## src/rtl/binconv_multi.sv

```systemverilog
// binconv_multi: streams binary images from an input SRAM, applies NUM_KERNELS
// 3x3 binary kernels per image and writes thresholded match maps to an output
// SRAM. Optional feature macro BINCONV_THRESH_EN: the match threshold is loaded
// from weight memory address 0 instead of being fixed at 5.
//
// state | meaning
// IDLE  | waiting for dut_run
// WLOAD | reading kernels (and threshold) from weight memory
// HDR   | reading an image header; terminator, skip or start image
// FILL  | loading image rows into the 3-row window
// OUT   | writing one output word for the current window
module binconv_multi #(
  parameter int MAX_DIM     = 16,
  parameter int NUM_KERNELS = 2
) (
  input  logic        clk,
  input  logic        reset_b,
  input  logic        dut_run,
  output logic        dut_busy,
  output logic [11:0] dut_sram_read_address,
  input  logic [15:0] sram_dut_read_data,
  output logic [11:0] dut_sram_write_address,
  output logic [15:0] dut_sram_write_data,
  output logic        dut_sram_write_enable,
  output logic [11:0] dut_wmem_read_address,
  input  logic [15:0] wmem_dut_read_data
);

  localparam int NPE = MAX_DIM - 2;
  localparam logic [2:0] LAST_K = 3'(NUM_KERNELS - 1);

`ifdef BINCONV_THRESH_EN
  localparam logic [11:0] WM_FIRST = 12'd0;
  logic [3:0] thresh;
`else
  localparam logic [11:0] WM_FIRST = 12'd1;
  logic [3:0] thresh;
  assign thresh = 4'd5;
`endif

  typedef enum logic [2:0] {IDLE, WLOAD, HDR, FILL, OUT} state_t;

  state_t      state;
  logic [1:0]  lat;        // read latency down-counter; data captured at 1
  logic [11:0] base;       // header address of the current image
  logic [11:0] wr_ptr;
  logic [4:0]  n_dim;
  logic [2:0]  kidx;
  logic [1:0]  fill_left;
  logic [3:0]  out_left;
  logic [15:0] row0, row1, row2;
  logic [8:0]  kern [8];

  logic [8:0]  cur_kern;
  logic [2:0]  wm_idx;
  logic [4:0]  hdr_n;
  logic [11:0] nxt_base;
  logic [NPE-1:0] pix;
  logic [15:0] out_word;
  logic        unused_wmem_bits;

  assign cur_kern         = kern[kidx];
  assign wm_idx           = 3'(dut_wmem_read_address - 12'd1);
  assign hdr_n            = sram_dut_read_data[4:0];
  assign nxt_base         = base + 12'(n_dim) + 12'd1;
  assign unused_wmem_bits = ^wmem_dut_read_data[15:9];

  function automatic logic [3:0] popcount9(input logic [8:0] v);
    logic [3:0] s;
    s = '0;
    for (int b = 0; b < 9; b++) s = s + {3'b000, v[b]};
    return s;
  endfunction

  // One PE per output column: XNOR window against kernel, popcount, threshold.
  for (genvar i = 0; i < NPE; i++) begin : g_pe
    logic [8:0] win;
    assign win    = {row2[i+2:i], row1[i+2:i], row0[i+2:i]};
    assign pix[i] = popcount9(~(win ^ cur_kern)) >= thresh;
  end

  // Keep only the N-2 valid pixels of the current output word.
  always_comb begin
    out_word = '0;
    for (int i = 0; i < NPE; i++) begin
      if (i < int'(n_dim) - 2) out_word[i] = pix[i];
    end
  end

  // Job sequencer with registered memory interfaces.
  always_ff @(posedge clk or negedge reset_b) begin
    if (!reset_b) begin
      state                  <= IDLE;
      dut_busy               <= 1'b0;
      dut_sram_read_address  <= '0;
      dut_sram_write_address <= '0;
      dut_sram_write_data    <= '0;
      dut_sram_write_enable  <= 1'b0;
      dut_wmem_read_address  <= '0;
      lat                    <= '0;
      base                   <= '0;
      wr_ptr                 <= '0;
      n_dim                  <= '0;
      kidx                   <= '0;
      fill_left              <= '0;
      out_left               <= '0;
      row0                   <= '0;
      row1                   <= '0;
      row2                   <= '0;
      for (int j = 0; j < 8; j++) kern[j] <= '0;
`ifdef BINCONV_THRESH_EN
      thresh                 <= '0;
`endif
    end else begin
      dut_sram_write_enable <= 1'b0;
      case (state)
        IDLE: begin
          if (dut_run) begin
            dut_busy              <= 1'b1;
            base                  <= '0;
            wr_ptr                <= '0;
            dut_wmem_read_address <= WM_FIRST;
            lat                   <= 2'd2;
            state                 <= WLOAD;
          end
        end

        WLOAD: begin
          if (lat > 2'd1) begin
            lat <= lat - 2'd1;
          end else begin
`ifdef BINCONV_THRESH_EN
            if (dut_wmem_read_address == 12'd0) thresh <= wmem_dut_read_data[3:0];
            else kern[wm_idx] <= wmem_dut_read_data[8:0];
`else
            kern[wm_idx] <= wmem_dut_read_data[8:0];
`endif
            lat <= 2'd2;
            if (dut_wmem_read_address == 12'(NUM_KERNELS)) begin
              dut_sram_read_address <= base;
              state                 <= HDR;
            end else begin
              dut_wmem_read_address <= dut_wmem_read_address + 12'd1;
            end
          end
        end

        HDR: begin
          if (lat > 2'd1) begin
            lat <= lat - 2'd1;
          end else if (sram_dut_read_data[7:0] == 8'hFF) begin
            dut_busy <= 1'b0;
            lat      <= '0;
            state    <= IDLE;
          end else if (hdr_n < 5'd3 || hdr_n > 5'(MAX_DIM)) begin
            // Unsupported size: hop over the header and its rows.
            base                  <= base + 12'(hdr_n) + 12'd1;
            dut_sram_read_address <= base + 12'(hdr_n) + 12'd1;
            lat                   <= 2'd2;
          end else begin
            n_dim                 <= hdr_n;
            kidx                  <= '0;
            out_left              <= 4'(hdr_n - 5'd2);
            fill_left             <= 2'd3;
            dut_sram_read_address <= base + 12'd1;
            lat                   <= 2'd2;
            state                 <= FILL;
          end
        end

        FILL: begin
          if (lat > 2'd1) begin
            lat <= lat - 2'd1;
          end else begin
            row0 <= row1;
            row1 <= row2;
            row2 <= sram_dut_read_data;
            if (fill_left == 2'd1) begin
              lat   <= '0;
              state <= OUT;
            end else begin
              fill_left             <= fill_left - 2'd1;
              dut_sram_read_address <= dut_sram_read_address + 12'd1;
              lat                   <= 2'd2;
            end
          end
        end

        OUT: begin
          dut_sram_write_enable  <= 1'b1;
          dut_sram_write_address <= wr_ptr;
          dut_sram_write_data    <= out_word;
          wr_ptr                 <= wr_ptr + 12'd1;
          lat                    <= 2'd2;
          if (out_left == 4'd1) begin
            if (kidx == LAST_K) begin
              base                  <= nxt_base;
              dut_sram_read_address <= nxt_base;
              state                 <= HDR;
            end else begin
              // Each kernel re-reads the image from its first row.
              kidx                  <= kidx + 3'd1;
              out_left              <= 4'(n_dim - 5'd2);
              fill_left             <= 2'd3;
              dut_sram_read_address <= base + 12'd1;
              state                 <= FILL;
            end
          end else begin
            out_left              <= out_left - 4'd1;
            fill_left             <= 2'd1;
            dut_sram_read_address <= dut_sram_read_address + 12'd1;
            state                 <= FILL;
          end
        end

        default: state <= IDLE;
      endcase
    end
  end

endmodule

```

## config.mk

```make
export PLATFORM = sky130hd
export DESIGN_NAME = binconv_multi
export DESIGN_NICKNAME = d
export VERILOG_FILES = /design/src/rtl/binconv_multi.sv
export SDC_FILE = /design/constraint.sdc
export NUM_CORES = 1
export LEC_CHECK = 0
export CAP_MARGIN = 30
export CORE_UTILIZATION = 60
export CTS_BUF_LIST = sky130_fd_sc_hd__clkbuf_8
export DETAILED_ROUTE_END_ITERATION = 8
export HOLD_SLACK_MARGIN = 0.05
export PLACE_DENSITY = 0.8
export RECOVER_POWER = 25
export SLEW_MARGIN = 20
export SYNTH_ARGS = -nofsm -noshare
export SYNTH_HDL_FRONTEND = slang
export SYNTH_SLANG_ARGS = --single-unit
```

## constraint.sdc

```tcl
create_clock -name clk -period 7.4 [get_ports clk]
set_input_delay 1.11 -clock clk [delete_from_list [all_inputs] [get_ports clk]]
set_output_delay 1.11 -clock clk [all_outputs]
set_load 0.1 [all_outputs]
```

# After elaboration in Yosys (flattened, before gate mapping)
# Index checks and enable logic that the tools add are counted.
dict set report totals {
  register_bits 215
  word_cells 355
  inputBits 35
  output_inout_bits 54
}
dict set report classes {
  bitwise 33
  mux 85
  order_cmp 34
  eq_ne 26
  addsub 128
  n_reduce_logical 24
}
# operator n
set op_table {}
lappend op_table {{$add 4x1->4} 70}
lappend op_table {{$mux 12} 18}
lappend op_table {{$not 9->9} 14}
lappend op_table {{$xor 9x9->9} 14}
lappend op_table {{$add 12x1->12 const B} 6}
lappend op_table {{$bwmux 72} 1}
lappend op_table {{$add 3x1->4} 14}
lappend op_table {{$ge 4x3->1 const B} 14}
lappend op_table {{$pmux 12 s2} 2}
lappend op_table {{$pmux 12 s4} 1}
lappend op_table {{$add 2x1->3} 14}
lappend op_table {{$mux 3} 14}
lappend op_table {{$lt 5x6->1 const A} 6}
lappend op_table {{$pmux 12 s3} 1}
lappend op_table {{$ne 2x2->1 const B} 15}
lappend op_table {{$add 1x1->2} 14}
lappend op_table {{$reduce_and 7->1} 4}
lappend op_table {{$bmux 9 s3} 1}
lappend op_table {{$demux 9 s3} 1}
lappend op_table {{$mux 9} 3}
lappend op_table {{$mux 2} 13}
lappend op_table {{$add 12x5->12} 2}
lappend op_table {{$lt 4x6->1 const A} 4}
lappend op_table {{$mux 4} 5}
lappend op_table {{other kinds (42)} 79}

# Longest topological paths before layout
dict set report logic_depth {
  word_depth 16
  mapped_depth 18
  depth_no_buf 16
}

# Least setup slack after synthesis
# OpenSTA, ideal clock, no wires.
dict set report synth_timing {
  path_kind {register to register}
  from {register kidx[0]}
  to {register dut_sram_write_data[10]}
  arrival_ns 5.332
  stages_incl_launch_ff 18
  n_path_buf 2
  t_required_ns 7.277
  setup_ns 0.123
  synth_period_minus_slack_ns 5.455
  setup_slack_ns 1.945
  path_cell_list {dfrtp_1 > buf_2 > mux4_2 > mux2i_1 > buf_2 > xor2_1 > fa_1 > inv_1 > fa_1 > inv_1 > fa_1 > inv_1 > fa_1 > fa_1 > nand2_1 > a221oi_1 > a21oi_1 > a32o_1}
}
dict set report synth_between {
  elab_chain_cells 16
}
# item line
set synth_lines {}
lappend synth_lines {{from (decl)} 48} ;# logic [2:0] kidx;
lappend synth_lines {{from (signal assigned)} 202} ;# kidx <= kidx + 3'd1;
lappend synth_lines {{$not 3->4 (not written as such) *} 62} ;# assign cur_kern = kern[kidx];
lappend synth_lines {{$bmux 9 s3 *} 62}
lappend synth_lines {{$mux 9 (not written as such) * (2 in a row)} 62}
lappend synth_lines {{$xor 9x9->9 *} 79} ;# assign pix[i] = popcount9(~(win ^ cur_kern)) >= thresh;
lappend synth_lines {{$not 9->9 *} 79}
lappend synth_lines {{$add 1x1->2} 71} ;# for (int b = 0; b < 9; b++) s = s + {3'b000, v[b]};
lappend synth_lines {{$add 2x1->3} 71}
lappend synth_lines {{$add 3x1->4} 71}
lappend synth_lines {{$add 4x1->4 (4 in a row)} 71}
lappend synth_lines {{$add 4x1->4 *} 71}
lappend synth_lines {{$ge 4x3->1 *} 79}
lappend synth_lines {{$mux 1 *} 86} ;# if (i < int'(n_dim) - 2) out_word[i] = pix[i];
lappend synth_lines {{to (signal assigned)} 192} ;# dut_sram_write_data <= out_word;
lappend synth_lines {{to (decl)} 23} ;# output logic [15:0] dut_sram_write_data,
# Every way passes the cells marked *; elsewhere a longest branch is shown, timed or not. The select of a mux whose other input is x is not followed.
# A chain may end at the register's enable or synchronous reset.

# Final worst setup path
dict set report layout_timing {
  from {register kidx[0]}
  to {register dut_sram_write_data[2]}
}
# Same word-level chain as after synthesis.

==> flow_metrics.tcl <==
set metrics [dict create \
    synth_seq_cells 215 \
    rrSetupSlack_ns 1.39 \
    cp-end-kind "flop" \
    antenna_cells 0 \
    grt_max_degree 139 \
    finalSetupTns_ns 0 \
    violations "capacitance limit, slew limit" \
    setup_viol 0 \
    cts_setup_buffers 0 \
    avgSynthCellArea_um2 10.37 \
    synth_top_area_share_pct 36.10 \
    vias_per_cell 6.021 \
    dp_cells 1796 \
    clockRootBuffer "clkbuf_8" \
    final_nets 1676 \
    ys.warnings.count 0 \
    grt_setup_unrepaired "false" \
    status "complete, but fails checks" \
    totalWireLength_mm 35.19 \
    synth.most_common_cell "dfrtp_1" \
    first_global_vias 11490 \
    rr_worst_depth 16 \
    final_layout_size_suffix_gt1_share_pct 15.53 \
    first_iter_violations 849 \
    required_ns 7.87 \
    holdWs_ns 0.4709 \
    wl_per_cell_um 18.83 \
    layoutNonFillerInstCount 1869 \
    utilization_pct 69.19 \
    coreArea_um2 24320 \
    worstMarginPinSlew_ns 2.621 \
    rows 57 \
    hp-class "reg -> reg" \
    synth_edf_count 0 \
    finalHoldViolations 0 \
    period_share_pct 81.18 \
    drv_cap 3 \
    antenna_found_initial 0 \
    grt_pass1_wl_mm 58.31 \
    fin_crit_ns 6.007 \
    yosys-top-cells-area "dfrtp_1, fa_1, mux2_2, xnor2_1, xor2_1" \
    cts_max_level 2 \
    cp.arrival_ns 6.48 \
    worstReg2RegEnd "dut_sram_write_data[2]" \
    ys.flop_type "dfrtp_1" \
    hold_start "dut_sram_write_address[3]" \
    numCtsBuffers 40 \
    netlist-cell-type-count 72 \
    syn_to_final_growth_pct 12.91 \
    postRouteAntennaNets 0 \
    num_vias 11250 \
    port_buffers 79 \
    min_to "dut_sram_write_address[3]" \
    die_w_um 159.6 \
    cts_tree "yes" \
    start_util_pct 61.28 \
    r2r-start "kidx[0]" \
    clock_skew_ns 0.03575 \
    start_kind "flop" \
    die_area_um2 25470 \
    clock.fmax_ghz 0.1665 \
    fillerInstances 1810 \
    slew_headroom_pct -74.75 \
    first_pass_iters 7 \
    route.detailed.drc 0 \
    overflow 0 \
    cts.path.max_buffers 3 \
    clkSinkCount 215 \
    pin_count 89 \
    hpwl_mm 24.59 \
    synth_area_um2 14900 \
    drv_slew 169 \
    synthCells 1437 \
    yosysSeqAreaShare_pct 36.10 \
    async_reset_ff_share_pct 100.0 \
    ctsResizeCount 0 \
    yosysTopAreaCell "dfrtp_1" \
    insertion_delay_ns 0.56 \
    die_y_um 159.6 \
    synth_common_cells "dfrtp_1, mux2_2, nand2_1" \
    criticalPathCategory "reg -> reg" \
    min_path_cells 2 \
    hold_buffers 0 \
    path_clk_slew_ns 0.06 \
    cp_max_fo 16 \
    gp_congestion 0.9284 \
    track_usage_pct 28.46 \
]
[area by class of cell]
type | instances | area, um^2 | area share, %
Inverter | 119 | 446.7 | 2.654
Tap cell | 324 | 405.4 | 2.409
Sequential cell | 215 | 5380 | 31.97
Clock inverter | 19 | 98.84 | 0.5874
Timing Repair Buffer | 98 | 940.9 | 5.591
Clock buffer | 51 | 701.9 | 4.171
Multi-Input combinational cell | 1043 | 8853 | 52.61
[registers in the layout, summed over array words and instances, names as in the netlist]
signal                  flops
dut_wmem_read_address      12
state                       3
kern                       72
kidx                        3
wr_ptr                     12
dut_busy                    1
dut_sram_write_enable       1
out_left                    4
dut_sram_write_address     12
fill_left                   2
n_dim                       5
row1                       16
base                       12
dut_sram_write_data        14
dut_sram_read_address      12
row0                       16
lat                         2
row2                       16
[kinds of logic after synthesis]
logic type / count (synthesis) / share of synthesized area [%]
AND/OR/NAND/NOR: 329 / 10.44
AO/OA/AOI/OAI: 257 / 11.33
flip-flops: 215 / 36.10
buffers and inverters: 180 / 4.794
XOR/XNOR: 178 / 10.46
multiplexers: 153 / 12.82
adder cells (fa/ha/maj): 124 / 14.04
other: 1 / 0.02516
[layout by cell type (no fill, tap or decap), types with 7 or more instances in the layout]
cell / n
a211oi_1: 17
a21o_1: 10
a21oi_1: 55
a221oi_1: 13
a22o_1: 10
and2_1: 8
and3_1: 13
buf_4: 15
clkbuf_8: 51
clkdlybuf4s50_1: 78
dfrtp_1: 215
fa_1: 72
ha_1: 52
inv_1: 129
mux2_2: 123
mux2i_2: 9
mux4_2: 18
nand2_1: 123
nand3_1: 28
nand4_1: 11
nor2_1: 73
nor2b_1: 14
nor3_1: 20
nor4_1: 7
o21a_1: 7
o21ai_0: 63
o21ai_1: 7
o22ai_1: 13
o31ai_1: 15
xnor2_1: 90
xor2_1: 88
[layer usage]
layer	track usage (%)	share of wire, %	vias up
met2	45.79	47	422
met3	5.132	6.6	81
met4	8.610	2.6	0
met5	0	0	-
met1	39.48	44	5601
li1	-	-	5149
[through the flow]
step | setup slack (ns) | area (um^2)
6_report | 1.393 | 16830
5_1_grt | 1.084 | 16830
4_1_cts | 1.388 | 16800
3_5_place_dp | 1.433 | 16000
3_3_place_gp | 1.575 | 16000
2_1_floorplan | 1.945 | 14910
[critical path, cell delays in order (launching register included)]
cell and delay, ns:
dfrtp_1 0.90, mux4_2 0.61, mux2i_2 0.56, buf_4 0.34, xor2_1 0.11, fa_1 0.48
inv_1 0.05, fa_1 0.54, inv_1 0.06, fa_1 0.54, inv_1 0.06, fa_1 0.47
fa_1 0.41, xnor2_1 0.16, nand2_1 0.07, a221oi_1 0.42, a21o_1 0.14
[worst max path at each step]
stage                  from                 endpoint  slack [ns]  depth (start not counted)
floorplan           kidx[0]  dut_sram_write_data[10]        1.95                         17
global placement    kidx[0]   dut_sram_write_data[2]        1.57                         16
detailed placement  kidx[0]   dut_sram_write_data[2]        1.43                         16
CTS                 kidx[0]   dut_sram_write_data[2]        1.39                         16
global route        kidx[0]   dut_sram_write_data[2]        1.08                         16
finish              kidx[0]   dut_sram_write_data[2]        1.39                         16
Power is not shown: default switching activity piles up to over one toggle a cycle in this logic, so the estimate is an artifact.
